--- config.mk ---
export PLATFORM = sky130hd
export DESIGN_NAME = mem_access_ctrl
export DESIGN_NICKNAME = d
export VERILOG_FILES = /design/src/rtl/mem_pkg.sv /design/src/rtl/mem_lane_align.sv /design/src/rtl/mem_access_ctrl.sv
export SDC_FILE = /design/constraint.sdc
export NUM_CORES = 1
export LEC_CHECK = 0
export ABC_CLOCK_PERIOD_IN_PS = 2200
export BUFFER_PORTS_ARGS = -buffer_cell sky130_fd_sc_hd__buf_2
export CORE_AREA = 5 5 144 146
export CTS_BUF_LIST = sky130_fd_sc_hd__clkbuf_8 sky130_fd_sc_hd__clkbuf_16
export DETAILED_ROUTE_END_ITERATION = 16
export DIE_AREA = 0 0 149 151
export PLACE_DENSITY_LB_ADDON = 0.2
export SLEW_MARGIN = 10
export SYNTH_ARGS = -nofsm -noshare
export SYNTH_HDL_FRONTEND = slang
export SYNTH_SLANG_ARGS = --single-unit
--- constraint.sdc ---
create_clock -name CLK -period 2.2 [get_ports CLK]
set_input_delay 0.22 -clock CLK [delete_from_list [all_inputs] [get_ports CLK]]
set_output_delay 0.22 -clock CLK [all_outputs]
set_load 0.005 [all_outputs]
--- src/rtl/mem_pkg.sv ---
// Shared definitions for the data-memory access controller: FSM encoding,
// access size codes, default memory size and the request legality check.
package mem_pkg;

    typedef enum logic [2:0] {
        IDLE  = 3'd0,
        SETUP = 3'd1,
        RDCAP = 3'd2,
        MERGE = 3'd3,
        WRITE = 3'd4,
        HOLD  = 3'd5,
        DONE  = 3'd6
    } state_t;

    localparam logic [1:0] SZ_BYTE = 2'b00;
    localparam logic [1:0] SZ_HALF = 2'b01;
    localparam logic [1:0] SZ_WORD = 2'b10;
    localparam logic [1:0] SZ_ILL  = 2'b11;

    localparam int unsigned MEM_BYTES_DEF = 128;

    // Widened to 33 bits so addresses near 2^32 cannot wrap past the limit.
    function automatic logic access_bad(input logic [1:0] sz, input logic [31:0] a,
                                        input int unsigned mem_bytes);
        logic [32:0] last_byte;
        last_byte = {1'b0, a & ~32'd3} + 33'd3;
        return (sz == SZ_ILL)
            || (sz == SZ_HALF && a[0])
            || (sz == SZ_WORD && a[1:0] != 2'b00)
            || (last_byte >= 33'(mem_bytes));
    endfunction

endpackage

--- src/rtl/mem_lane_align.sv ---
// Big-endian lane extraction (loads) and lane merge (read-modify-write stores)
// for one 32-bit memory word; offset 0 is bits 31:24.
module mem_lane_align
    import mem_pkg::*;
(
    input  logic [31:0] word_i,
    input  logic [31:0] wdata_i,
    input  logic [1:0]  size_i,
    input  logic [1:0]  offset_i,
    input  logic        sign_ext_i,
    output logic [31:0] load_o,
    output logic [31:0] merge_o
);

    logic [4:0]  shift;
    logic [31:0] lane;
    logic [31:0] mask;

    always_comb begin
        shift   = '0;
        lane    = '0;
        mask    = '0;
        load_o  = word_i;
        merge_o = wdata_i;
        case (size_i)
            SZ_BYTE: begin
                // (3 - offset) * 8: byte 0 lives in the top lane
                shift   = {~offset_i, 3'b000};
                mask    = 32'h0000_00FF << shift;
                lane    = (word_i >> shift) & 32'h0000_00FF;
                load_o  = (sign_ext_i && lane[7]) ? (lane | 32'hFFFF_FF00) : lane;
                merge_o = (word_i & ~mask) | ((wdata_i & 32'h0000_00FF) << shift);
            end
            SZ_HALF: begin
                shift   = {~offset_i[1], 4'b0000};
                mask    = 32'h0000_FFFF << shift;
                lane    = (word_i >> shift) & 32'h0000_FFFF;
                load_o  = (sign_ext_i && lane[15]) ? (lane | 32'hFFFF_0000) : lane;
                merge_o = (word_i & ~mask) | ((wdata_i & 32'h0000_FFFF) << shift);
            end
            default: begin
                load_o  = word_i;
                merge_o = wdata_i;
            end
        endcase
    end

endmodule

--- src/rtl/mem_access_ctrl.sv ---
// Load/store sequencer between a CPU-side request and a level-write,
// combinational-read byte memory; sub-word stores use read-modify-write.
module mem_access_ctrl
    import mem_pkg::*;
#(
    parameter int unsigned MEM_BYTES = MEM_BYTES_DEF
) (
    input  logic        CLK,
    input  logic        Reset,
    input  logic        req,
    input  logic        we,
    input  logic [1:0]  size,
    input  logic        sign_ext,
    input  logic [31:0] addr,
    input  logic [31:0] wdata,
    output logic        busy,
    output logic        done,
    output logic        err,
    output logic [31:0] rdata,
    output logic [31:0] DAddr,
    output logic [31:0] DataIn,
    output logic        DataMemRW,
    input  logic [31:0] DataOut
);

    state_t      state_q, state_d;
    logic [31:0] rdata_q, rdata_d;
    logic [31:0] daddr_q, daddr_d;
    logic [31:0] datain_q, datain_d;
    logic        err_q, err_d;

    logic        we_q;
    logic [1:0]  size_q;
    logic        sext_q;
    logic [1:0]  off_q;
    logic [31:0] wdata_q;

    logic        accept;
    logic        bad;
    logic [31:0] load_word;
    logic [31:0] merge_word;

    assign accept = (state_q == IDLE) && req;
    assign bad    = access_bad(size, addr, MEM_BYTES);

    mem_lane_align u_align (
        .word_i     (DataOut),
        .wdata_i    (wdata_q),
        .size_i     (size_q),
        .offset_i   (off_q),
        .sign_ext_i (sext_q),
        .load_o     (load_word),
        .merge_o    (merge_word)
    );

    // Request fields are pure data: captured on accept, never reset.
    always_ff @(posedge CLK) begin
        if (accept) begin
            we_q    <= we;
            size_q  <= size;
            sext_q  <= sign_ext;
            off_q   <= addr[1:0];
            wdata_q <= wdata;
        end
    end

    always_ff @(posedge CLK) begin
        if (Reset) begin
            state_q  <= IDLE;
            rdata_q  <= '0;
            daddr_q  <= '0;
            datain_q <= '0;
            err_q    <= 1'b0;
        end else begin
            state_q  <= state_d;
            rdata_q  <= rdata_d;
            daddr_q  <= daddr_d;
            datain_q <= datain_d;
            err_q    <= err_d;
        end
    end

    always_comb begin
        state_d  = state_q;
        rdata_d  = rdata_q;
        daddr_d  = daddr_q;
        datain_d = datain_q;
        err_d    = err_q;
        case (state_q)
            IDLE: begin
                if (req) begin
                    if (bad) begin
                        state_d = DONE;
                        err_d   = 1'b1;
                    end else begin
                        state_d = SETUP;
                        err_d   = 1'b0;
                        daddr_d = {addr[31:2], 2'b00};
                        if (we && size == SZ_WORD) begin
                            datain_d = wdata;
                        end
                    end
                end
            end
            SETUP: begin
                state_d = (we_q && size_q == SZ_WORD) ? WRITE : RDCAP;
            end
            RDCAP: begin
                // Memory word is captured here: into DataIn for a merge, into rdata for a load.
                if (we_q) begin
                    datain_d = merge_word;
                    state_d  = MERGE;
                end else begin
                    rdata_d = load_word;
                    state_d = DONE;
                end
            end
            MERGE:   state_d = WRITE;
            WRITE:   state_d = HOLD;
            HOLD:    state_d = DONE;
            DONE:    state_d = IDLE;
            default: state_d = IDLE;
        endcase
    end

    assign busy      = (state_q != IDLE);
    assign done      = (state_q == DONE);
    assign err       = done && err_q;
    assign DataMemRW = (state_q == WRITE);
    assign rdata     = rdata_q;
    assign DAddr     = daddr_q;
    assign DataIn    = datain_q;

endmodule

==> out/results.txt, run 1 <==
For the via count of the first global-routing pass, the log shows 5600. After the flow finishes, the layout carries non-filler instances totaling 1158. In the post-synthesis netlist, the biggest area contributors are sky130_fd_sc_hd__dfxtp_1, sky130_fd_sc_hd__edfxtp_1, sky130_fd_sc_hd__mux2i_1. Summed over all layers, the routed wires come to 21500 um.

The number of violations reported at the end of detailed-routing iteration 0 is 432, and the part of the cycle the worst path needs is 0.921. The detailed router placed 5761 vias in this run. The die is 149 um wide. Setup repair after global routing left no endpoint under its margin. TritonCTS built the clock tree. Share of power burned in the clock network: 0.311.

The analysis attributes to net switching a power of 3.19 mW. The count of buffers added on input and output ports is 200. The synthesized design contains 136 register bits. In the final routed layout, each cell accounts on average for 18.6 um.

The tools report the die footprint as 0.0225 mm2. Among all flip-flop cells after synthesis, the most frequent one is sky130_fd_sc_hd__dfxtp_1. Largest voltage drop on the vdd net: 0.536 mV. The synthesized design contains 38 enable-type register cells.

Share of total power in sequential cells: 0.366. Setup violations remaining at the end of the flow were counted as 0. The hold violation total from the final report came out at 0. The largest individual stage delay along the critical path comes from the cell sky130_fd_sc_hd__edfxtp_1. Across the routed clock network, the largest skew measured is 0.0128 ns.

In this run the vertical extent of the chip is 151 um. The number of clock sinks seen by CTS was 136. Together, buffers and inverters on the worst path number 0.

The HPWL after detailed placement was 15800 um. Max-slew violation total from the final report: 0. The type of the most critical hold path is in2reg. The analysis attributes to cell leakage a power of 3.85 nW.

The power density normalized to cell area works out to 1060 mW/mm2. Data on the critical path arrives at its endpoint at 2.38 ns. For the number of diodes added for antenna fixing, the log shows 0. The placer's final routability congestion estimate was 0.836; the count of yosys warnings during synthesis was 0.

The run gives 0.323 as the combinational share of power. In this run the standard cell core region covers 0.0193 mm2. The cell type with the largest total area after synthesis was sky130_fd_sc_hd__dfxtp_1.

The mean number of vias per cell works out to 4.97. Critical path required time: 2.55 ns. The critical path startpoint category was a flop. For the sum of negative setup slack, the log shows 0 ns. Of all nets on the critical path, the largest fanout is 10. The internal cell power is 6.09 mW, and the area taken by multi-input logic gates is 0.00307 mm2. The number of maximum-capacitance constraint violations came out at 0.

After detailed routing, the number of remaining DRC violations is 0. The maximum level of the CTS H-tree was 4; the proportion of register bits with asynchronous set or reset after synthesis was 0. The netlist uses 54 different library cells. The clock transition time at the flip-flop clock pins of the worst setup and hold paths is 0.06 ns, and the global-route wire length before repair is 32800 um.

From synthesis to final layout, the design area changed by 36.7%. Once the clock tree was built, the resizer swapped 0 gates to a different size. The number of antenna violations at the first check in global routing is 0.

Layout cell share with drive strength beyond 1: 0.351. Sorting the synthesized cells by how often they occur yields sky130_fd_sc_hd__dfxtp_1, sky130_fd_sc_hd__nand2_1, sky130_fd_sc_hd__nor2_1. For this run, the slowest stage of the critical path takes 0.52 ns.

The category of the critical setup timing path is reg2reg. In this run the deepest clock path goes through 2 buffers. The post-layout minimum cycle time is 2.03 ns. The post-synthesis average cell area came out at 9.91 um2.

Walking the worst path, the cells encountered are nand2b_1 > a21oi_1 > a222oi_1 > a211o_1 > mux2i_1. Including well taps, the total number of placed cells is 1093. The proportion of synthesized chip area in sequential cells came out at 0.483. Grouping stages by cell kind, the critical path spends the most delay in compound AO/OA/AOI/OAI gates.

The buffer cell driving the clock tree root was sky130_fd_sc_hd__clkbuf_16. The measured slew at the worst slew-check pin came out at 0.625 ns. The sequential cells in the finished layout cover a total of 0.00310 mm2. The run gives 1903 as the count of fill cells added during filler insertion.

The I/O pin total was 203; the number of standard-cell rows in the floorplan was 51. The logs give 0.333 for the initial standard-cell utilization of the core and 0.00642 mm2 for the synthesized area. Timing would allow up to 0.494 GHz.

In this run, CTS created clock tree buffers numbering 17. At the end of the flow, the number of nets in the layout was 983. For the post-layout utilization of the core, the log shows 0.455.

The proportion of netlist area held by the largest area contributor is 0.306, and the residual overflow from global routing is 0. The flow ran to the end, and the final reports show no timing, DRC or antenna violations. The run gives 0.189 as the global-route usage over all layers.

STA classifies the critical path endpoint as a flop. The first TritonRoute pass finished after 5 iterations. Synthesis produced a netlist whose cell count is 648. Clock insertion delay at the later pin of the skew report: 0.43 ns. The cell with the most instances after synthesis is sky130_fd_sc_hd__dfxtp_1.

The logs give 0 for the residual antenna-violating net count after detailed routing and 53 for the maximum number of pins on one net before global-route repair. The fraction of power spent switching nets was 0.344; the worst relative slew slack was 0.583.
==> kinds of logic after synthesis <==
family	share of synthesized area
other	0.000584
buffers and inverters	0.0409
AOI/OAI and AO/OA	0.152
muxes	0.120
DFF	0.483
and+or+nand+nor	0.203
==> registers in the layout, indices dropped and copies added, names as in the netlist, 2 cells and up <==
signal   flops
DataIn      32
DAddr       30
state_q      3
wdata_q     32
size_q       2
off_q        2
rdata       32
==> metal layers <==
layer / wire [um] / track usage / part of all wire
met5: 0 / 0 / 0
met4: 370 / 0.0613 / 0.017
met2: 9840 / 0.289 / 0.46
met3: 1470 / 0.0410 / 0.069
met1: 9800 / 0.268 / 0.46
==> cells in the final DEF, fill, tap and decap left out, types with 4 or more instances in the layout <==
cell type                       Yosys  layout
sky130_fd_sc_hd__clkinv_4           0       4
sky130_fd_sc_hd__nor4_1             5       5
sky130_fd_sc_hd__nor3_1            14      14
sky130_fd_sc_hd__nand2b_1          30      30
sky130_fd_sc_hd__buf_4              3      23
sky130_fd_sc_hd__mux2_2            28      28
sky130_fd_sc_hd__a211oi_1          23      23
sky130_fd_sc_hd__a31oi_1            5       5
sky130_fd_sc_hd__and2_1            19      19
sky130_fd_sc_hd__or3_1              8       8
sky130_fd_sc_hd__buf_12             0       8
sky130_fd_sc_hd__a211o_1           10      10
sky130_fd_sc_hd__a21oi_1           14      14
sky130_fd_sc_hd__dlygate4sd3_1      0      33
sky130_fd_sc_hd__a222oi_1           8       8
sky130_fd_sc_hd__clkbuf_16          0      18
sky130_fd_sc_hd__a22oi_1            8       8
sky130_fd_sc_hd__nand3_1           13      13
sky130_fd_sc_hd__nor2b_1            8       8
sky130_fd_sc_hd__a311o_1           19      19
sky130_fd_sc_hd__nand2_1           69      69
sky130_fd_sc_hd__o21ai_0           19      19
sky130_fd_sc_hd__and2_4            10      10
sky130_fd_sc_hd__nor2_1            68      68
sky130_fd_sc_hd__edfxtp_1          38      38
sky130_fd_sc_hd__a221oi_1          11      11
sky130_fd_sc_hd__mux2i_1           41      41
sky130_fd_sc_hd__dfxtp_1           98      98
sky130_fd_sc_hd__buf_2              9     199
sky130_fd_sc_hd__inv_6              0       4
==> worst paths after layout <==
check,startpoint,to,slack [ns],depth (start not counted)
worst max-delay path,size_q[0]$_DFFE_PP_,DataIn[11]$_SDFFE_PP0P_,0.17,5
worst min-delay path,wdata[31],wdata_q[31]$_DFFE_PP_,0.02,1
worst max register to register,size_q[0]$_DFFE_PP_,DataIn[11]$_SDFFE_PP0P_,0.17,5
worst min register to register,DAddr[18]$_SDFFE_PP0P_,DAddr[18]$_SDFFE_PP0P_,0.45,1
==> cell type report <==
| class | instances | share of cell area |
|---|---|---|
| repair buffers | 263 | 0.189 |
| well taps | 265 | 0.0378 |
| inverters | 3 | 0.00128 |
| clock buffers | 19 | 0.0529 |
| flip-flops and latches | 136 | 0.354 |
| multi-input cells | 459 | 0.350 |
| clock inverters | 13 | 0.0151 |
==> power by group through the flow <==
| stage | Combinational (mW) | Sequential (mW) | Clock, mW |
|---|---|---|---|
| final | 3.00 | 3.40 | 2.88 |
| after global routing | 3.29 | 3.45 | 3.06 |
| after CTS | 3.03 | 3.40 | 2.95 |
| after detailed placement | 2.97 | 3.44 | 0 |
| after global placement | 2.98 | 3.45 | 0 |
| after floorplan | 1.87 | 3.34 | 0 |
==> per-stage QoR <==
stage	instance area [um2]	setup slack [ns]	hold slack, ns	power, mW
2_1_floorplan	6420	0.299	0.319	5.21
3_3_place_gp	7850	0.247	0.413	6.43
3_5_place_dp	7850	0.223	0.413	6.42
4_1_cts	8780	0.217	0.00364	9.38
5_1_grt	8780	0.0229	0.00918	9.80
6_report	8780	0.175	0.0200	9.28
==> timing repair <==
action | in CTS | in global routing
setup buffers | 0 | 0
endpoints found under the hold margin | 33 | 0
hold buffers | 33 | 0
Power figures use the tool's default switching activity.
==> run 2, diff against run 1 <==
--- a/config.mk
+++ b/config.mk
@@ -6,11 +6,13 @@
 export NUM_CORES = 1
 export LEC_CHECK = 0
 export ABC_CLOCK_PERIOD_IN_PS = 2200
-export BUFFER_PORTS_ARGS = -buffer_cell sky130_fd_sc_hd__buf_2
-export CORE_AREA = 5 5 144 146
+export BUFFER_PORTS_ARGS = -buffer_cell sky130_fd_sc_hd__buf_4
+export CELL_PAD_IN_SITES_DETAIL_PLACEMENT = 0
+export CELL_PAD_IN_SITES_GLOBAL_PLACEMENT = 2
+export CORE_AREA = 5 5 150 152
 export CTS_BUF_LIST = sky130_fd_sc_hd__clkbuf_8 sky130_fd_sc_hd__clkbuf_16
 export DETAILED_ROUTE_END_ITERATION = 16
-export DIE_AREA = 0 0 149 151
+export DIE_AREA = 0 0 155 157
 export PLACE_DENSITY_LB_ADDON = 0.2
 export SLEW_MARGIN = 10
 export SYNTH_ARGS = -nofsm -noshare
==> run 2 against run 1 <==
Routed wire length up 4.3%. Cell count up 1.2%. Non-clock buffer count grew 4. Via count is 0.73% higher. First-iteration DRC count fell by 3.0%. Clock power hardly changed. Core utilization is 1.0 points lower. Fmax grew 3.5%. Global-route usage decreased by 0.77 points. Power is 2.1% higher. Critical endpoint is now DataIn[2]$_SDFFE_PP0P_.
==> out/results.txt, run 2 (synthesis gave the netlist of run 1 again) <==
The remaining design rule violation count came out at 0 (unchanged). Delay of the slowest cell on the worst path: 0.52 ns (about the same). The tools report the die footprint as 0.0243 mm2 (+8.2%).

For the residual antenna-violating net count after detailed routing, the log shows 0 (unchanged). The tools report the number of buffers added by the clock tree synthesis step as 17 (unchanged). The logs give 0 (unchanged) for the number of diodes added for antenna fixing and 6 (+1) for the first-pass iteration count of the detailed router. Die width: 155 um (+4.0%).

The residual overflow from global routing was 0 (unchanged); the reported leakage power was 3.94 nW (+2.3%). The clock transition time at the flip-flop clock pins of the worst setup and hold paths works out to 0.07 ns (about the same). The layout overhead on the synthesized area is 45.0%.

For the initial standard-cell utilization of the core, the log shows 0.307 (-0.0258). The run gives 3.29 mW (+3.2%) as the power spent charging and discharging nets. The tools report the clock insertion delay at the later pin of the skew report as 0.43 ns (about the same). The tools report the internal reg-to-reg setup slack as 0.24 ns (+0.07 ns).

The share of total power in sequential cells came out at 0.355 (-0.011). Setup repair after global routing left no endpoint under its margin. The logs give 0 ns (unchanged) for the sum of negative setup slack and 0.847 (+1.3%) for the placer's final routability congestion estimate. The HPWL after detailed placement was 16600 um (+5.2%).

The largest voltage drop on the vdd net is 0.437 mV (-19%), and the largest driver fanout on the critical path is 10 (unchanged). For the worst relative slew slack, the log shows 0.520 (-0.0635). Number of maximum-capacitance constraint violations: 0 (unchanged). The count of endpoints failing setup in the final report was 0 (unchanged); the maximum level of the CTS H-tree was 4 (unchanged). Via count of the first global-routing pass: 5988 (+6.9%). The run gives 0.0209 mm2 (+8.4%) as the area of the placeable core. Total power: 9.48 mW (+2.1%). The mean number of vias per cell came out at 4.95 (-0.47%). The worst setup path is captured at a flop.

The run gives 5803 (+0.73%) as the vias after detailed routing. The most frequent standard cell in the layout excluding fill and tap cells was sky130_fd_sc_hd__buf_4. Critical path required time: 2.56 ns (about the same). Vertical die dimension: 157 um (+4.0%). Number of antenna violations at the first check in global routing: 1 (+1). The measured slew at the worst slew-check pin is 0.720 ns (+0.0952 ns). The final cell count without fillers was 1172 (+1.2%); the I/O pin total was 203 (unchanged).

The worst path setup slack after routing came out at 0.243 ns (+0.0679 ns). Traced cell by cell, the critical path runs through or2_2 > a21oi_2 > nand2_1 > a311o_1 > mux2i_1. Maximum clock skew at final layout: 0.0103 ns (-0.00255 ns).

The final layout net count was 987 (+0.41%); the number of I/O port buffers was 200 (unchanged). The pre-CTS setup slack was 0.0717 ns (-0.151 ns). The most critical setup path has its endpoint at DataIn[2]$_SDFFE_PP0P_.

The logs give 0 (unchanged) for the hold violation total from the final report and 0.511 GHz (+3.5%) for the achievable frequency. The instance count after placement with tap cells included is 1101 (+0.73%), and the global-route usage over all layers is 0.182 (-0.00774). TritonCTS built the clock tree. The flow ran to the end, and the final reports show no timing, DRC or antenna violations. CTS placed an instance of sky130_fd_sc_hd__clkbuf_16 at the clock tree root. The number of clock sinks seen by CTS is 136 (unchanged).

The fraction of power spent switching nets works out to 0.348 (+0.00350). Share of power burned in the clock network: 0.306 (-0.005). Category of the critical setup timing path: reg2reg. The worst-case clock buffer depth was 2 (unchanged); the internal cell power was 6.18 mW (+1.6%).

The standard cell area after detailed placement was 0.00831 mm2 (+5.8%). The number of standard-cell rows in the floorplan is 53 (+3.9%), and the depth of the worst register-to-register path is 5 (unchanged). The part of the cycle the worst path needs is 0.890 (-0.0309). The post-layout minimum cycle time is 1.96 ns (-0.0679 ns).

Layout cell share with drive strength beyond 1: 0.348 (-0.00268). The tools report the max-slew violation total from the final report as 0 (unchanged). The tools report the arrival time of data at the critical path endpoint as 2.32 ns (-0.06 ns).

STA classifies the critical path startpoint as a flop. The final routed wirelength across all metal layers is 22400 um (+4.3%). For the combinational share of power, the log shows 0.339 (+0.016). The tools report the endpoint of the most critical register-to-register path as DataIn[2]$_SDFFE_PP0P_. Worst-path cell with the longest stage delay: sky130_fd_sc_hd__edfxtp_1.

The number of violations reported at the end of detailed-routing iteration 0 was 419 (-3.0%). The path class of the tightest hold or removal check is in2reg. The tools report the startpoint of the most critical register-to-register path as size_q[0]$_DFFE_PP_. Power density normalized to cell area: 1020 mW/mm2 (-3.7%).

The maximum number of pins on one net before global-route repair was 50 (-5.7%). The post-detailed-route wirelength per cell is 19.1 um (+3.1%), and the design area is 0.00930 mm2 (+6.0%). The critical path startpoint is size_q[0]$_DFFE_PP_. For the global-route wire length before repair, the log shows 34200 um (+4.5%).

The top cell types in the final layout, fill and taps aside, are sky130_fd_sc_hd__buf_4, sky130_fd_sc_hd__dfxtp_1, sky130_fd_sc_hd__nand2_1.
[run 2: changes by cell type in the layout (fill, tap and decap cells not counted), sizes merged]
cell         delta
dlygate4sd3     +5
inv             +3
clkbuf          -2
buf             -1
clkinvlp        -1
[run 2: power by group through the flow]
stage               Sequential (mW)  Combinational (mW)  Clock, mW
floorplan                      3.34                1.87          0
global placement               3.41                3.12          0
detailed placement             3.42                3.15          0
CTS                            3.37                3.22       2.98
global route                   3.42                3.51       3.06
finish                         3.37                3.21       2.90
[run 2: layer usage]
metal / part of all wire / vias to the layer above / global-route usage / routed length (um)
met3: 0.054 / 36 / 0.0368 / 1220
li1: - / 2826 / - / -
met4: 0.026 / 0 / 0.0740 / 593
met1: 0.45 / 2761 / 0.237 / 10000
met2: 0.47 / 180 / 0.295 / 10600
met5: 0 / - / 0 / 0
[run 2: critical path, delay by kind of cell, from the launching register on]
kind / cells / cell delay [ns]
AOI/OAI and AO/OA: 2 / 0.74
DFF: 1 / 0.52
and+or+nand+nor: 2 / 0.51
muxes: 1 / 0.12
[run 2: worst min path at each step]
stage	from	endpoint	slack, ns	depth (start not counted)
2_1_floorplan	addr[0]	off_q[0]$_DFFE_PP_	0.32	0
3_3_place_gp	wdata[16]	wdata_q[16]$_DFFE_PP_	0.41	1
3_5_place_dp	wdata[16]	wdata_q[16]$_DFFE_PP_	0.41	1
4_1_cts	addr[6]	DAddr[6]$_SDFFE_PP0P_	0.01	3
5_1_grt	addr[6]	DAddr[6]$_SDFFE_PP0P_	0.05	3
6_report	addr[6]	DAddr[6]$_SDFFE_PP0P_	0.03	3
[run 2: final cells by class]
class / instances / area (um2)
Sequential cell: 136 / 3100
Inverter: 3 / 11.3
Fill cell: 2005 / 11600
Tap cell: 275 / 344
Multi-Input combinational cell: 459 / 3070
Clock buffer: 17 / 425
Timing Repair Buffer: 267 / 2170
Clock inverter: 15 / 171
[run 2: timing repair]
action | in CTS | in global routing
endpoints found under the hold margin | 38 | 0
hold buffers | 38 | 0
resized for setup | 0 | 0
setup buffers | 0 | 1
setup endpoints to repair | 0 | 16
[run 2: per-stage QoR]
step,hold WS (ns),utilization
floorplan,0.319,-
global placement,0.412,0.398
detailed placement,0.413,0.398
CTS,0.0107,0.444
global route,0.0511,0.445
finish,0.0323,0.445
==> run 3, diff against run 2 <==
--- a/config.mk
+++ b/config.mk
@@ -6,14 +6,15 @@
 export NUM_CORES = 1
 export LEC_CHECK = 0
 export ABC_CLOCK_PERIOD_IN_PS = 2200
-export BUFFER_PORTS_ARGS = -buffer_cell sky130_fd_sc_hd__buf_4
 export CELL_PAD_IN_SITES_DETAIL_PLACEMENT = 0
 export CELL_PAD_IN_SITES_GLOBAL_PLACEMENT = 2
-export CORE_AREA = 5 5 150 152
+export CORE_AREA = 5 5 144 146
 export CTS_BUF_LIST = sky130_fd_sc_hd__clkbuf_8 sky130_fd_sc_hd__clkbuf_16
 export DETAILED_ROUTE_END_ITERATION = 16
-export DIE_AREA = 0 0 155 157
+export DIE_AREA = 0 0 149 151
+export DONT_BUFFER_PORTS = 1
 export PLACE_DENSITY_LB_ADDON = 0.2
+export SKIP_CTS_REPAIR_TIMING = 1
 export SLEW_MARGIN = 10
 export SYNTH_ARGS = -nofsm -noshare
 export SYNTH_HDL_FRONTEND = slang
==> run 3 against run 2 <==
Non-clock buffer count down 188. Register-to-register slack worse by 0.15 ns. Core utilization is 3.4 points lower. Critical endpoint is now rdata[22]$_SDFFE_PP0P_. Largest cell class unchanged. Largest power group unchanged.
==> out/results.txt, run 3 (synthesis gave the netlist of run 1 again) <==
The post-detailed-route wirelength per cell was 22.9 um (+20%). The vertical die dimension is 151 um (-3.8%), and the delay of the slowest cell on the worst path is 0.55 ns (+0.03 ns). The min-delay analysis places its worst path in the category in2reg.

The reported leakage power is 2.97 nW (-25%), and the maximum level of the CTS H-tree is 4 (unchanged). The category of the critical setup timing path is reg2reg. The instance count after placement with tap cells included is 882 (-20%), and the hold violation total from the final report is 0 (unchanged). The global-route usage over all layers was 0.183 (+0.00105). The post-layout minimum cycle time was 2.11 ns (+0.154 ns); the clock transition time at the flip-flop clock pins of the worst setup and hold paths was 0.07 ns (about the same). For the remaining design rule violation count, the log shows 0 (unchanged). The flow ran to the end, and the final reports show no timing, DRC or antenna violations. CTS placed an instance of sky130_fd_sc_hd__clkbuf_16 at the clock tree root.

Placer's final routability congestion estimate: 0.824 (-2.7%). The vias after detailed routing is 5236 (-9.8%), and the I/O pin total is 203 (unchanged). The number of I/O port buffers is 0 (-100%), and the count of fill cells added during filler insertion is 1924 (-4.0%).

The tools report the critical path startpoint category as a flop. Global-route wire length before repair: 31000 um (-9.5%). The layout cell share with drive strength beyond 1 is 0.147 (-0.201), and the maximum clock skew at final layout is 0.00998 ns (-0.000318 ns).

The worst-case clock buffer depth is 2 (unchanged). TritonCTS built the clock tree. Initial standard-cell utilization of the core: 0.333 (+0.0258).

The run gives 357 (-15%) as the number of violations reported at the end of detailed-routing iteration 0. The HPWL after detailed placement was 15100 um (-8.9%); the maximum number of pins on one net before global-route repair was 105 (+110%). The number of diodes added for antenna fixing is 0 (unchanged).

For the number of standard-cell rows in the floorplan, the log shows 51 (-3.8%). The first-pass iteration count of the detailed router came out at 7 (+1). The final layout net count is 799 (-19%), and the number of clock sinks seen by CTS is 136 (unchanged). The max-slew violation total from the final report came out at 0 (unchanged). The area of the placeable core came out at 0.0193 mm2 (-7.7%). Traced cell by cell, the critical path runs through mux4_2 > nor2b_4 > a21o_1 > a31oi_4 > a211oi_1. For the arrival time of data at the critical path endpoint, the log shows 2.38 ns (+0.06 ns).

Residual antenna-violating net count after detailed routing: 0 (unchanged). Leaving out fill and tap cells, the most frequent cells in the layout are sky130_fd_sc_hd__dfxtp_1, sky130_fd_sc_hd__nand2_1, sky130_fd_sc_hd__nor2_1. Setup repair after global routing could not meet its margin everywhere. For the sum of negative setup slack, the log shows 0 ns (unchanged).

Post-layout utilization of the core: 0.411 (-0.0340). The run gives 2.47 ns (-0.09 ns) as the critical path required time. The mean number of vias per cell was 5.38 (+8.6%). Die width: 149 um (-3.9%). The die footprint came out at 0.0225 mm2 (-7.5%).

The largest driver fanout on the critical path is 16 (+6), and the clock insertion delay at the later pin of the skew report is 0.42 ns (about the same). The number of buffers added by the clock tree synthesis step came out at 17 (unchanged). The final cell count without fillers came out at 974 (-17%). The worst hold margin is 0.0136 ns (-0.0186 ns), and the power density normalized to cell area is 1120 mW/mm2 (+10%). The final routed wirelength across all metal layers is 22300 um (-0.62%). The number of antenna violations at the first check in global routing was 0 (-1). The number of maximum-capacitance constraint violations is 0 (unchanged). The largest voltage drop on the vdd net came out at 0.405 mV (-7.2%).

Worst-path cell with the longest stage delay: sky130_fd_sc_hd__mux4_2. Relative to the synthesized area, the layout overhead comes to 23.5%. For the achievable frequency, the log shows 0.474 GHz (-7.3%).

The residual overflow from global routing was 0 (unchanged); the measured slew at the worst slew-check pin was 0.523 ns (-0.198 ns). The run gives 0 (unchanged) as the count of endpoints failing setup in the final report. The worst relative slew slack was 0.649 (+0.129). The most frequent standard cell in the layout excluding fill and tap cells was sky130_fd_sc_hd__dfxtp_1.

The via count of the first global-routing pass came out at 4992 (-17%). STA classifies the critical path endpoint as a flop. The part of the cycle the worst path needs came out at 0.960 (+0.0702).
-- run 3: cell count changes in the layout (fill, tap and decap cells not counted), sizes merged --
cell / delta
inv: +1
clkinvlp: -1
clkbuf: +1
dlygate4sd3: +21
buf: -209
clkinv: -1
-- run 3: metrics by stage --
step	area, um2	worst slack, ns	total power [mW]
after floorplan	6420	0.299	5.21
after global placement	6730	0.154	5.95
after detailed placement	6730	0.101	5.97
after CTS	7320	0.0653	8.89
after global routing	7930	-0.00753	9.41
final	7930	0.0884	8.92
-- run 3: cell type report --
type,count,area [um2],area share
sequential,136,3100,0.391
multi-input combinational,459,3080,0.388
timing repair buffer,79,816,0.103
clock buffer,18,439,0.0554
tap,265,332,0.0418
clock inverter,14,153,0.0193
inverter,3,11.3,0.00142
-- run 3: where the power goes --
part           total [mW]  internal (mW)  leakage, nW  switching, mW
logic                2.55           1.08         1.52           1.47
registers            3.48           3.07         1.15          0.407
clock network        2.89           1.64        0.296           1.25
total                8.92           5.80         2.97           3.12
-- run 3: worst max-delay path: cells and delay by family (launching register included) --
kind	cells	cell delay (ns)
flops	1	0.50
compound gates	3	0.78
simple gates	1	0.15
mux	1	0.55
-- run 3: per-layer routing --
layer  up-vias  GRT usage  wire, um
met4         0     0.0508       231
li1       2456          -         -
met1      2550      0.223      9430
met5         -          0         0
met3        18     0.0934      2230
met2       212      0.285     10400
-- run 3: final timing paths --
kind                                              from                endpoint  slack (ns)  cells after the start
worst max-delay path                off_q[0]$_DFFE_PP_  rdata[22]$_SDFFE_PP0P_        0.09                      5
worst max register to register      off_q[0]$_DFFE_PP_  rdata[22]$_SDFFE_PP0P_        0.09                      5
worst min register to register  DAddr[14]$_SDFFE_PP0P_  DAddr[14]$_SDFFE_PP0P_        0.49                      1
worst min-delay path                             Reset  DataIn[4]$_SDFFE_PP0P_        0.01                      2
